File: src/rtl/bus_arbiter.sv
// Two-master round-robin arbiter in front of the system bridge.
// Each granted transfer is presented, completed on s_ready, then acked back to its owner.
module bus_arbiter #(
    parameter int AW        = 32,
    parameter int DW        = 32,
    parameter int BURST_MAX = 4
) (
    input  logic          clk,
    input  logic          rst,
    input  logic          m0_req,
    input  logic [AW-1:0] m0_addr,
    input  logic          m0_we,
    input  logic [DW-1:0] m0_wdata,
    output logic          m0_gnt,
    output logic          m0_ack,
    output logic [DW-1:0] m0_rdata,
    input  logic          m1_req,
    input  logic [AW-1:0] m1_addr,
    input  logic          m1_we,
    input  logic [DW-1:0] m1_wdata,
    output logic          m1_gnt,
    output logic          m1_ack,
    output logic [DW-1:0] m1_rdata,
    output logic          s_valid,
    output logic [AW-1:0] s_addr,
    output logic          s_we,
    output logic [DW-1:0] s_wdata,
    input  logic [DW-1:0] s_rdata,
    input  logic          s_ready,
    output logic          busy
);

    typedef enum logic [1:0] {IDLE, OWN0, OWN1} state_t;

    localparam logic [3:0] BMAX = 4'(BURST_MAX);

    state_t     state;
    logic       last;
    logic [3:0] cnt;
    logic       ackp;

    logic   own0, own1, cur_req, oth_req, cur_we;
    state_t oth_state;

    assign own0      = (state == OWN0);
    assign own1      = (state == OWN1);
    assign cur_req   = (own0 & m0_req) | (own1 & m1_req);
    assign oth_req   = (own0 & m1_req) | (own1 & m0_req);
    assign cur_we    = own0 ? m0_we : m1_we;
    assign oth_state = own0 ? OWN1 : OWN0;

    // Grants come straight from the state register, so they are glitch-free and never both high.
    assign m0_gnt  = own0;
    assign m1_gnt  = own1;
    assign busy    = (state != IDLE);
    assign s_valid = cur_req & ~ackp;
    assign s_we    = s_valid & cur_we;
    assign s_addr  = own0 ? m0_addr  : (own1 ? m1_addr  : '0);
    assign s_wdata = own0 ? m0_wdata : (own1 ? m1_wdata : '0);

    always_ff @(posedge clk or negedge rst) begin
        if (!rst) begin
            state    <= IDLE;
            last     <= 1'b1;
            cnt      <= '0;
            ackp     <= 1'b0;
            m0_ack   <= 1'b0;
            m1_ack   <= 1'b0;
            m0_rdata <= '0;
            m1_rdata <= '0;
        end else begin
            m0_ack <= 1'b0;
            m1_ack <= 1'b0;
            ackp   <= 1'b0;
            case (state)
                IDLE: begin
                    if (m0_req && (!m1_req || last)) begin
                        state <= OWN0;
                        cnt   <= '0;
                    end else if (m1_req) begin
                        state <= OWN1;
                        cnt   <= '0;
                    end
                end
                OWN0, OWN1: begin
                    if (ackp) begin
                        // Burst limit only bites while the other master is actually waiting.
                        if (oth_req && cnt >= BMAX) begin
                            state <= oth_state;
                            cnt   <= '0;
                        end else if (cur_req) begin
                            state <= state;
                        end else if (oth_req) begin
                            state <= oth_state;
                            cnt   <= '0;
                        end else begin
                            state <= IDLE;
                        end
                    end else if (!cur_req) begin
                        if (oth_req) begin
                            state <= oth_state;
                            cnt   <= '0;
                        end else begin
                            state <= IDLE;
                        end
                    end else if (s_ready) begin
                        ackp <= 1'b1;
                        last <= own1;
                        cnt  <= (cnt == 4'd15) ? cnt : cnt + 4'd1;
                        if (own0) begin
                            m0_ack   <= 1'b1;
                            m0_rdata <= s_rdata;
                        end else begin
                            m1_ack   <= 1'b1;
                            m1_rdata <= s_rdata;
                        end
                    end
                end
                default: state <= IDLE;
            endcase
        end
    end

endmodule
File: config.mk
export PLATFORM = sky130hd
export DESIGN_NAME = bus_arbiter
export DESIGN_NICKNAME = d
export VERILOG_FILES = /design/src/rtl/bus_arbiter.sv
export SDC_FILE = /design/constraint.sdc
export NUM_CORES = 1
export LEC_CHECK = 0
export ABC_AREA = 1
export BUFFER_PORTS_ARGS = -buffer_cell sky130_fd_sc_hd__buf_4
export CAP_MARGIN = 10
export CORE_AREA = 2 2 116 118
export DETAILED_ROUTE_END_ITERATION = 8
export DIE_AREA = 0 0 118 120
export GPL_TIMING_DRIVEN = 0
export PLACE_DENSITY_LB_ADDON = 0.12
export SYNTH_ARGS = -nofsm -noshare
export SYNTH_HDL_FRONTEND = slang
export SYNTH_SLANG_ARGS = --single-unit
File: constraint.sdc
create_clock -name clk -period 3.7 [get_ports clk]
set_input_delay 0.185 -clock clk [delete_from_list [all_inputs] [get_ports clk]]
set_output_delay 0.185 -clock clk [all_outputs]
set_load 0.03 [all_outputs]
Word level (Yosys, flattened, before mapping)
Cells that the tools add are included.
{"block": "word_totals", "in_bits": 167, "output_inout_bits": 135, "ff_bits": 74, "elab_cells": 76}
{"block": "classes", "reduce_logical": 12, "add_sub_neg": 1, "n_eq_ne": 7, "bitwise_logic": 10, "mux": 37, "order_cmp": 1}
{"op": "32-bit two-way mux", "n": 4}
{"op": "4-bit two-way mux", "n": 9}
{"op": "1-bit two-way mux", "n": 15}
{"op": "5-bit AND reduction", "n": 3}
{"op": "2-bit two-way mux", "n": 7}
{"op": "4-bit != test (second input constant)", "n": 3}
{"op": "4-bit one-hot mux with 2 select lines", "n": 1}
{"op": "1-bit bitwise AND", "n": 6}
{"op": "4-bit by 1-bit adder with 4-bit output (second input constant)", "n": 1}
{"op": "4-bit equality test (second input constant)", "n": 1}
{"op": "4-bit by 3-bit >= comparator with 1-bit output (second input constant)", "n": 1}
{"op": "2-bit one-hot mux with 2 select lines", "n": 1}
{"op": "4-bit AND reduction", "n": 1}
{"op": "2-bit nonzero test", "n": 2}
{"op": "3-bit != test (second input constant)", "n": 1}
{"op": "2-bit by 1-bit equality test with 1-bit output (second input constant)", "n": 1}
{"op": "2-bit equality test (second input constant)", "n": 1}
{"op": "1-bit logical AND", "n": 2}
{"op": "2-bit zero test", "n": 1}
{"op": "1-bit inverter", "n": 2}
{"op": "1-bit OR", "n": 2}
{"op": "2-bit OR reduction", "n": 1}
{"op": "1-bit zero test", "n": 1}
{"op": "1-bit logical OR", "n": 1}

Depth between registers and ports, before layout
Gate-level depths: netlist of run 1.
{"block": "depth", "word_depth": 8, "mapped_depth": 12, "ltp_nobuf": 12}

Worst setup path before layout of run 1
Ideal clock, no wire load.
{"block": "synth_path", "path_type": "register -> output", "start": "register state[1]", "end": "output port s_we", "arrival_time_ns": 1.974, "path_buffers": 2, "stages_incl_launch_ff": 7, "slack_ns": 1.541, "path_cell_list": "dfrtp_1 > inv_1 > ha_1 > buf_4 > clkbuf_1 > nand2_1 > a21oi_1"}
{"block": "synth_via", "elab_chain_len": 5, "word_cells_on_any_way": 8, "classes_between": "eq/ne: 2; mux: 1; bitwise: 5"}
{"element": "from (decl)", "line": "37", "text": "state_t state;"}
{"element": "from (signal assigned)", "line": "89", "text": "state <= oth_state;"}
{"element": "from (signal assigned)", "line": "92", "text": "state <= state;"}
{"element": "from (signal assigned)", "line": "94", "text": "state <= oth_state;"}
{"element": "2-bit by 1-bit equality test with 1-bit output (*)", "line": "45", "text": "assign own0 = (state == OWN0);"}
{"element": "net m0_gnt", "line": "14", "text": "output logic m0_gnt,"}
{"element": "1-bit bitwise AND", "line": "47", "text": "assign cur_req = (own0 & m0_req) | (own1 & m1_req);"}
{"element": "1-bit OR", "line": "47"}
{"element": "1-bit bitwise AND", "line": "56", "text": "assign s_valid = cur_req & ~ackp;"}
{"element": "1-bit bitwise AND (*)", "line": "57", "text": "assign s_we = s_valid & cur_we;"}
{"element": "to (decl)", "line": "26", "text": "output logic s_we,"}
Mark *: on every way through the listed nets, which the timed path passes. The rest lies on a longest branch.

Worst setup path in the final report of run 1
{"block": "layout_path", "start": "register state[0]", "end": "output port s_wdata[12]"}
{"block": "layout_via", "elab_chain_len": 3, "word_cells_on_any_way": 4, "classes_between": "eq/ne: 2; mux: 2"}
{"element": "2-bit equality test", "line": "46", "text": "assign own1 = (state == OWN1);"}
{"element": "32-bit two-way mux", "line": "59", "text": "assign s_wdata = own0 ? m0_wdata : (own1 ? m1_wdata : '0);"}
{"element": "32-bit two-way mux (*)", "line": "59"}
{"element": "to (decl)", "line": "27", "text": "output logic [DW-1:0] s_wdata,"}
Mark *: on every way between the ends. The rest lies on a longest branch, timed or not.

==> results of run 1 <==
-- cells in the mapped netlist (2+ instances only) --
master    count
o21ai_0      18
ha_1          5
a21oi_1       2
nand2_1     301
or2_2         2
buf_1         9
nand3_1      74
buf_6         6
inv_1        10
buf_4         7
inv_2         3
nor3_1        2
o21ai_1      50
dfrtp_1      73
nor2_4        2
nor2_1        4
buf_2         2
clkbuf_1     18
-- metrics by stage --
step                      hold WS (ns)  power [W]  cells
after floorplan                 -0.111    0.00343    597
after global placement           0.398    0.00490   1074
after detailed placement         0.390    0.00492   1074
after CTS                       0.0332    0.00575   1090
after global routing            0.0530    0.00607   1090
final                         -0.00504    0.00571   1090
-- routing by layer --
layer / track usage (%) / vias to the layer above / wire length [µm]
met3: 6.18 / 25 / 1190
met4: 7.53 / 0 / 393
met5: 0 / - / 0
li1: - / 2538 / -
met2: 41.0 / 188 / 8440
met1: 29.0 / 2317 / 6970
-- cell families after synthesis --
logic type,after synthesis
AND/OR/NAND/NOR,390
adder cells (fa/ha/maj),5
flip-flops,74
AO/OA/AOI/OAI,72
XOR/XNOR,1
buffers and inverters,55
-- sequential cells by signal (all words and copies together), names as in the netlist --
| name | cells |
|---|---|
| cnt | 4 |
| state | 2 |
| ackp | 1 |
| m1_rdata | 32 |
| m0_ack | 1 |
| last | 1 |
| m1_ack | 1 |
| m0_rdata | 32 |
-- final timing paths --
check	startpoint	endpoint	cells past startpoint
max in group asynchronous	rst	ackp	1
worst min-delay path	rst	m1_ack	1
worst max register to register	state[1]	m1_rdata[26]	9
worst max-delay path	state[0]	s_wdata[12]	7
min in group clk	s_rdata[31]	m1_rdata[31]	3
worst min register to register	m0_rdata[30]	m0_rdata[30]	2
-- critical path, stage by stage, from the launching register on --
cell      delay [ns]
dfrtp_1         0.41
inv_1           0.12
ha_1            0.28
clkbuf_1        0.46
buf_1           0.44
nand3_1         0.13
nand2_1         0.16
buf_4           0.19
-- report_power, final --
part           switching [W]  total, W  internal [W]
registers           0.000163   0.00127       0.00110
clock network       0.000331  0.000820      0.000489
logic                0.00241   0.00362       0.00121
total                0.00290   0.00571       0.00280
-- final cells by class --
class	instances	area share [%]
Buffer	42	3.34
Clock buffer	12	3.70
Clock inverter	4	0.379
Inverter	13	0.704
Multi-Input combinational cell	468	29.4
Sequential cell	74	26.7
Tap cell	176	3.18
Timing Repair Buffer	301	32.6
==> results.toml, run 1 <==
[synthesis]
synth.avg_cell_area_um2 = 6.99
sequential_element_share_of_the_synthesized_area_pct = 44.4
ys_dominant_reg_cell = "dfrtp_1"
synthesis.instances = 597
largest_family_of_logic_cells_by_synthesized_area = "simple AND/OR/NAND/NOR gates"
synth.ff_latch_count = 74
synth.area.top_cells = "dfrtp_1 44%, nand2_1 27%, nand3_1 8.9%"
async_flop_share_pct = 100
synth_top_area_share_pct = 43.8
synth_largest_area_cell = "dfrtp_1"
synth.yosys.warnings = 0
number_of_distinct_library_cells_after_synthesis = 27
post_synth_and_or_nand_nor_area_fraction_pct = 38.4
postSynthNetCount = 769
synth-xor-area-share_pct = 0.210
synth_adder_area_share_pct = 1.50
synth_edf_count = 0
synthMuxAreaShare_pct = 0
synth_compound_area_share_pct = 8.76
mappedNetlistArea_um2 = 4170

[global_routing]
wire_length_of_the_first_global_routing_pass_mm = 26.5
antenna_found_initial = 0
grt_pass1_vias = 4958
grt.overflow.total = 0
grt_start_max_net_pins = 75
gr_util_all_layers_pct = 23.7

[finish]
fin_area_um2 = 6930
final_layout_size_suffix_gt1_share_pct = 37.5
antenna_cells = 0
commonest_cells_after_routing_fill_and_taps_aside = "308 x buf_4, 301 x nand2_1, 74 x nand3_1"
seq_area_um2 = 1850
finish.utilization_pct = 53.4
nFillCells = 1358
final_net_count = 1081
syn_to_final_growth_pct = 66.2
layout.cells.most_common = "buf_4"
multi_input_comb_area_um2 = 2040

[placement]
dp_hpwl_mm = 13.6
numPortBuffers = 301
placement_cell_area_um2 = 6650
worst_setup_slack_after_placement_ns = 1.35
gpl.final_weighted_congestion = 0.814

[status]
run_status = "complete, but fails checks"
failed_checks = "hold timing"

[detailed_routing]
firstDrtPassIters = 5
totalWireLength_mm = 17.0
via_count = 5068
detail_route.iter0.violations = 380
viasPerCell = 4.65
drcViolationCount = 0
drt.antenna.violating_nets = 0
wire_per_inst_um = 15.6

[floorplanning]
core_area_um2 = 13000
fp.dieArea_um2 = 14200
num_rows = 42
floorplan.initialDensity_pct = 32.1
num_io_pins = 302
fp.dieH_um = 120
chipWidth_um = 118

[cts]
holdBufCountCts = 0
cts_tree = "built"
cts.sink_count = 74
clock_path_buffers = 2
post-cts-setup-buffers = 0
post_cts_sizing = 0
clock-root-buffer = "clkbuf_16"
worst_skew_pair.late_latency_ns = 0.33
cts-buffers-inserted = 9
cts_max_level = 3
path_clk_slew_ns = 0.05

[setup_path]
critical_path_class = "reg2out"
critical_path_arrival_ns = 2.53
timing.reg2reg.setup_slack_ns = 1.61
critPathCaptureType = "output pin"
critical_path_required_ns = 3.51
startpoint_type = "register"
critical_path.max_fanout = 10

[sta]
worst_slew_pin_slew_ns = 0.934
setup-violations-final = 0
fmaxAchievable_mhz = 369
final_critical_path_setup_slack_ns = 0.988
timing.clock.skew_ns = 0.00701
period_share_pct = 73.3
timing_max_transition_violations_final = 0
finalCriticalPeriod_ns = 2.71
tns_ns = 0
finalHoldViolations = 2
max-slew-margin-rel_pct = 37.7
unrepaired_setup_endpoints_after_global_routing = "false"
holdWs_ns = -0.00504

[pwr]
cellLeakagePower_nw = 3.99
power_density_nw_per_um2 = 823
irDropWorstVdd_mv = 0.410

[worst_hold_path]
worstHoldPathType = "in2async"

[flow_run]
max_cap_viol_count = 0
(Power assumes the default switching activity.)
==> run 2: changes to the inputs <==
--- a/config.mk
+++ b/config.mk
@@ -5,12 +5,12 @@
 export SDC_FILE = /design/constraint.sdc
 export NUM_CORES = 1
 export LEC_CHECK = 0
-export ABC_AREA = 1
+export ABC_AREA = 0
 export BUFFER_PORTS_ARGS = -buffer_cell sky130_fd_sc_hd__buf_4
 export CAP_MARGIN = 10
-export CORE_AREA = 2 2 116 118
+export CORE_AREA = 2 2 117 119
 export DETAILED_ROUTE_END_ITERATION = 8
-export DIE_AREA = 0 0 118 120
+export DIE_AREA = 0 0 119 121
 export GPL_TIMING_DRIVEN = 0
 export PLACE_DENSITY_LB_ADDON = 0.12
 export SYNTH_ARGS = -nofsm -noshare
==> constraint.sdc (replaced) <==
create_clock -name clk -period 2.22 [get_ports clk]
set_input_delay 0.111 -clock clk [delete_from_list [all_inputs] [get_ports clk]]
set_output_delay 0.111 -clock clk [all_outputs]
set_load 0.03 [all_outputs]
==> run 2 against run 1 <==
Against the previous run: the flow now finishes without violations; cell count down 15%; clock power up 61%; setup slack worse by 0.89 ns; clock skew up 0.00075 ns; die area up 1.7%; non-clock buffer count down 3; largest cell class unchanged; highest routed layer unchanged.
==> results.toml, run 2 <==
[floorplanning]
fp.dieArea_um2 = 14400
fp.dieH_um = 121
floorplan.initialDensity_pct = 32.4
num_io_pins = 302
num_rows = 42
chipWidth_um = 119
core_area_um2 = 13100

[pwr]
p_comb_share_pct = 64.4
irDropWorstVdd_mv = 0.620
cellLeakagePower_nw = 3.59
power_density_nw_per_um2 = 1360
netSwitchingFraction_pct = 47.0
power_report.internal_total_w = 0.00520
power_switching_w = 0.00460
share_clk_of_total_power_pct = 13.5
share_seq_of_total_power_pct = 22.1

[detailed_routing]
detail_route.iter0.violations = 233
drt.antenna.violating_nets = 0
totalWireLength_mm = 15.1
firstDrtPassIters = 4
via_count = 4402
viasPerCell = 4.73
wire_per_inst_um = 16.2
drcViolationCount = 0

[sta]
period_share_pct = 95.5
holdWs_ns = 0.0212
unrepaired_setup_endpoints_after_global_routing = "false"
worst_slew_pin_slew_ns = 0.899
timing_max_transition_violations_final = 0
timing.clock.skew_ns = 0.00776
max-slew-margin-rel_pct = 40.1
finalCriticalPeriod_ns = 2.12
fmaxAchievable_mhz = 472
finalHoldViolations = 0
setup-violations-final = 0

[global_routing]
grt.overflow.total = 0
grt_pass1_vias = 4461
wire_length_of_the_first_global_routing_pass_mm = 22.7
grt_start_max_net_pins = 75
gr_util_all_layers_pct = 20.2
antenna_found_initial = 0

[cts]
path_clk_slew_ns = 0.06
clock_path_buffers = 2
cts-buffers-inserted = 9
cts_max_level = 3
cts_tree = "built"
cts.sink_count = 74
worst_skew_pair.late_latency_ns = 0.32
clock-root-buffer = "clkbuf_16"

[synthesis]
post_synth_and_or_nand_nor_area_fraction_pct = 15.4
synth.yosys.warnings = 0
synth.cells.most_frequent = "125 x nand2_1, 73 x dfrtp_1, 63 x o21ai_0, 36 x mux2_2, 29 x mux2_4"
synth_largest_area_cell = "dfrtp_1"
synth_compound_area_share_pct = 13.6
synth.ff_latch_count = 74
largest_family_of_logic_cells_by_synthesized_area = "multiplexers"
sequential_element_share_of_the_synthesized_area_pct = 43.8
async_flop_share_pct = 100
synth_top_area_share_pct = 43.1
synth_adder_area_share_pct = 1.48
synthesis.instances = 433
ys_dominant_reg_cell = "dfrtp_1"
synth.area.top_cells = "dfrtp_1 43%, nand2_1 11%, mux2_4 10%"
synth-xor-area-share_pct = 0
synth.avg_cell_area_um2 = 9.78
number_of_distinct_library_cells_after_synthesis = 44
postSynthNetCount = 605
synth_edf_count = 0
synthMuxAreaShare_pct = 20.1
mappedNetlistArea_um2 = 4230
yosysMostFrequentCell = "nand2_1"

[finish]
final_layout_size_suffix_gt1_share_pct = 57.4
layout.cells.non_filler = 931
final_net_count = 922
largest_registers = "m0_rdata: 32 flops, m1_rdata: 32 flops, cnt: 4 flops"
layout.cells.most_common = "buf_4"
fin_area_um2 = 7180
commonest_cells_after_routing_fill_and_taps_aside = "309 x buf_4, 124 x nand2_1, 72 x dfrtp_1"
syn_to_final_growth_pct = 69.6
antenna_cells = 0

[placement]
gpl.final_weighted_congestion = 0.856
dp_cells = 909
dp_hpwl_mm = 12.4
placement_cell_area_um2 = 6710
numPortBuffers = 300

[setup_path]
startpoint_type = "register"
critical_path_class = "reg2out"
critical_path_arrival_ns = 2.01
critPathCaptureType = "output pin"
critical_path_required_ns = 2.11
critical_path.max_fanout = 10

[flow_run]
max_cap_viol_count = 0

[status]
run_status = "finished, final reports clean"

[worst_hold_path]
worstHoldPathType = "in2reg"
==> run 2: stage by stage <==
stage	total power [W]	setup WS (ns)	TNS, ns	utilization (%)
after global placement	0.00822	-0.176	-4.86	51.3
after global routing	0.0103	0.00979	0	54.9
after CTS	0.00982	-0.00615	-0.00870	54.5
after floorplan	0.00590	0.0283	0	-
after detailed placement	0.00830	-0.211	-6.28	51.3
final	0.00980	0.101	0	54.9
==> run 2: path summary, 6_finish.rpt <==
path	startpoint	endpoint	slack, ns	cells past startpoint
setup / recovery	state[1]	s_wdata[17]	0.10	9
hold / removal	s_rdata[23]	m0_rdata[23]	0.02	2
setup reg to reg	state[0]	m1_rdata[22]	0.12	9
hold reg to reg	ackp	ackp	0.49	1
max in group asynchronous	rst	state[1]	1.13	2
min in group asynchronous	rst	m0_rdata[2]	0.46	2
==> run 2: metal layers <==
| metal | vias up | routed length (µm) | GRT usage (%) |
|---|---|---|---|
| met4 | 0 | 475 | 8.48 |
| met1 | 2063 | 5780 | 23.1 |
| met3 | 22 | 1240 | 6.20 |
| li1 | 2124 | - | - |
| met2 | 193 | 7570 | 35.1 |
| met5 | - | 0 | 0 |
==> run 2: cells by family after synthesis <==
family,after synthesis
AOI/OAI and AO/OA,96
and+or+nand+nor,152
DFF,74
muxes,66
adders and majority gates,5
buffers and inverters,40
==> run 2: power groups by stage <==
stage | registers [W] | clock network [W] | logic [W]
after floorplan | 0.00312 | 0 | 0.00278
after global placement | 0.00216 | 0 | 0.00606
after detailed placement | 0.00219 | 0 | 0.00611
after CTS | 0.00218 | 0.00136 | 0.00628
after global routing | 0.00224 | 0.00144 | 0.00665
final | 0.00217 | 0.00132 | 0.00631
==> run 2: layout make-up <==
type / count / area [µm²]
Sequential cell: 74 / 1850
Tap cell: 176 / 220
Buffer: 34 / 293
Timing Repair Buffer: 306 / 2320
Inverter: 6 / 22.5
Fill cell: 1206 / 5900
Clock inverter: 6 / 40.0
Clock buffer: 10 / 239
Multi-Input combinational cell: 319 / 2190
==> run 2: timing repair <==
item                                   CTS  global route
cloned                                   0             0
buffers inserted                         2             3
hold buffers                             1             0
endpoints found under the hold margin   73             0
resized for setup                       41            18
setup endpoints to repair               94            91
pin swaps                                1             2
==> run 2: worst max-delay path: stages, from the launching register on <==
cell	delay, ns
dfrtp_2	0.43
inv_2	0.08
ha_4	0.17
buf_8	0.15
buf_6	0.15
buf_6	0.15
buf_6	0.15
nand2_1	0.10
o21ai_1	0.11
buf_4	0.18
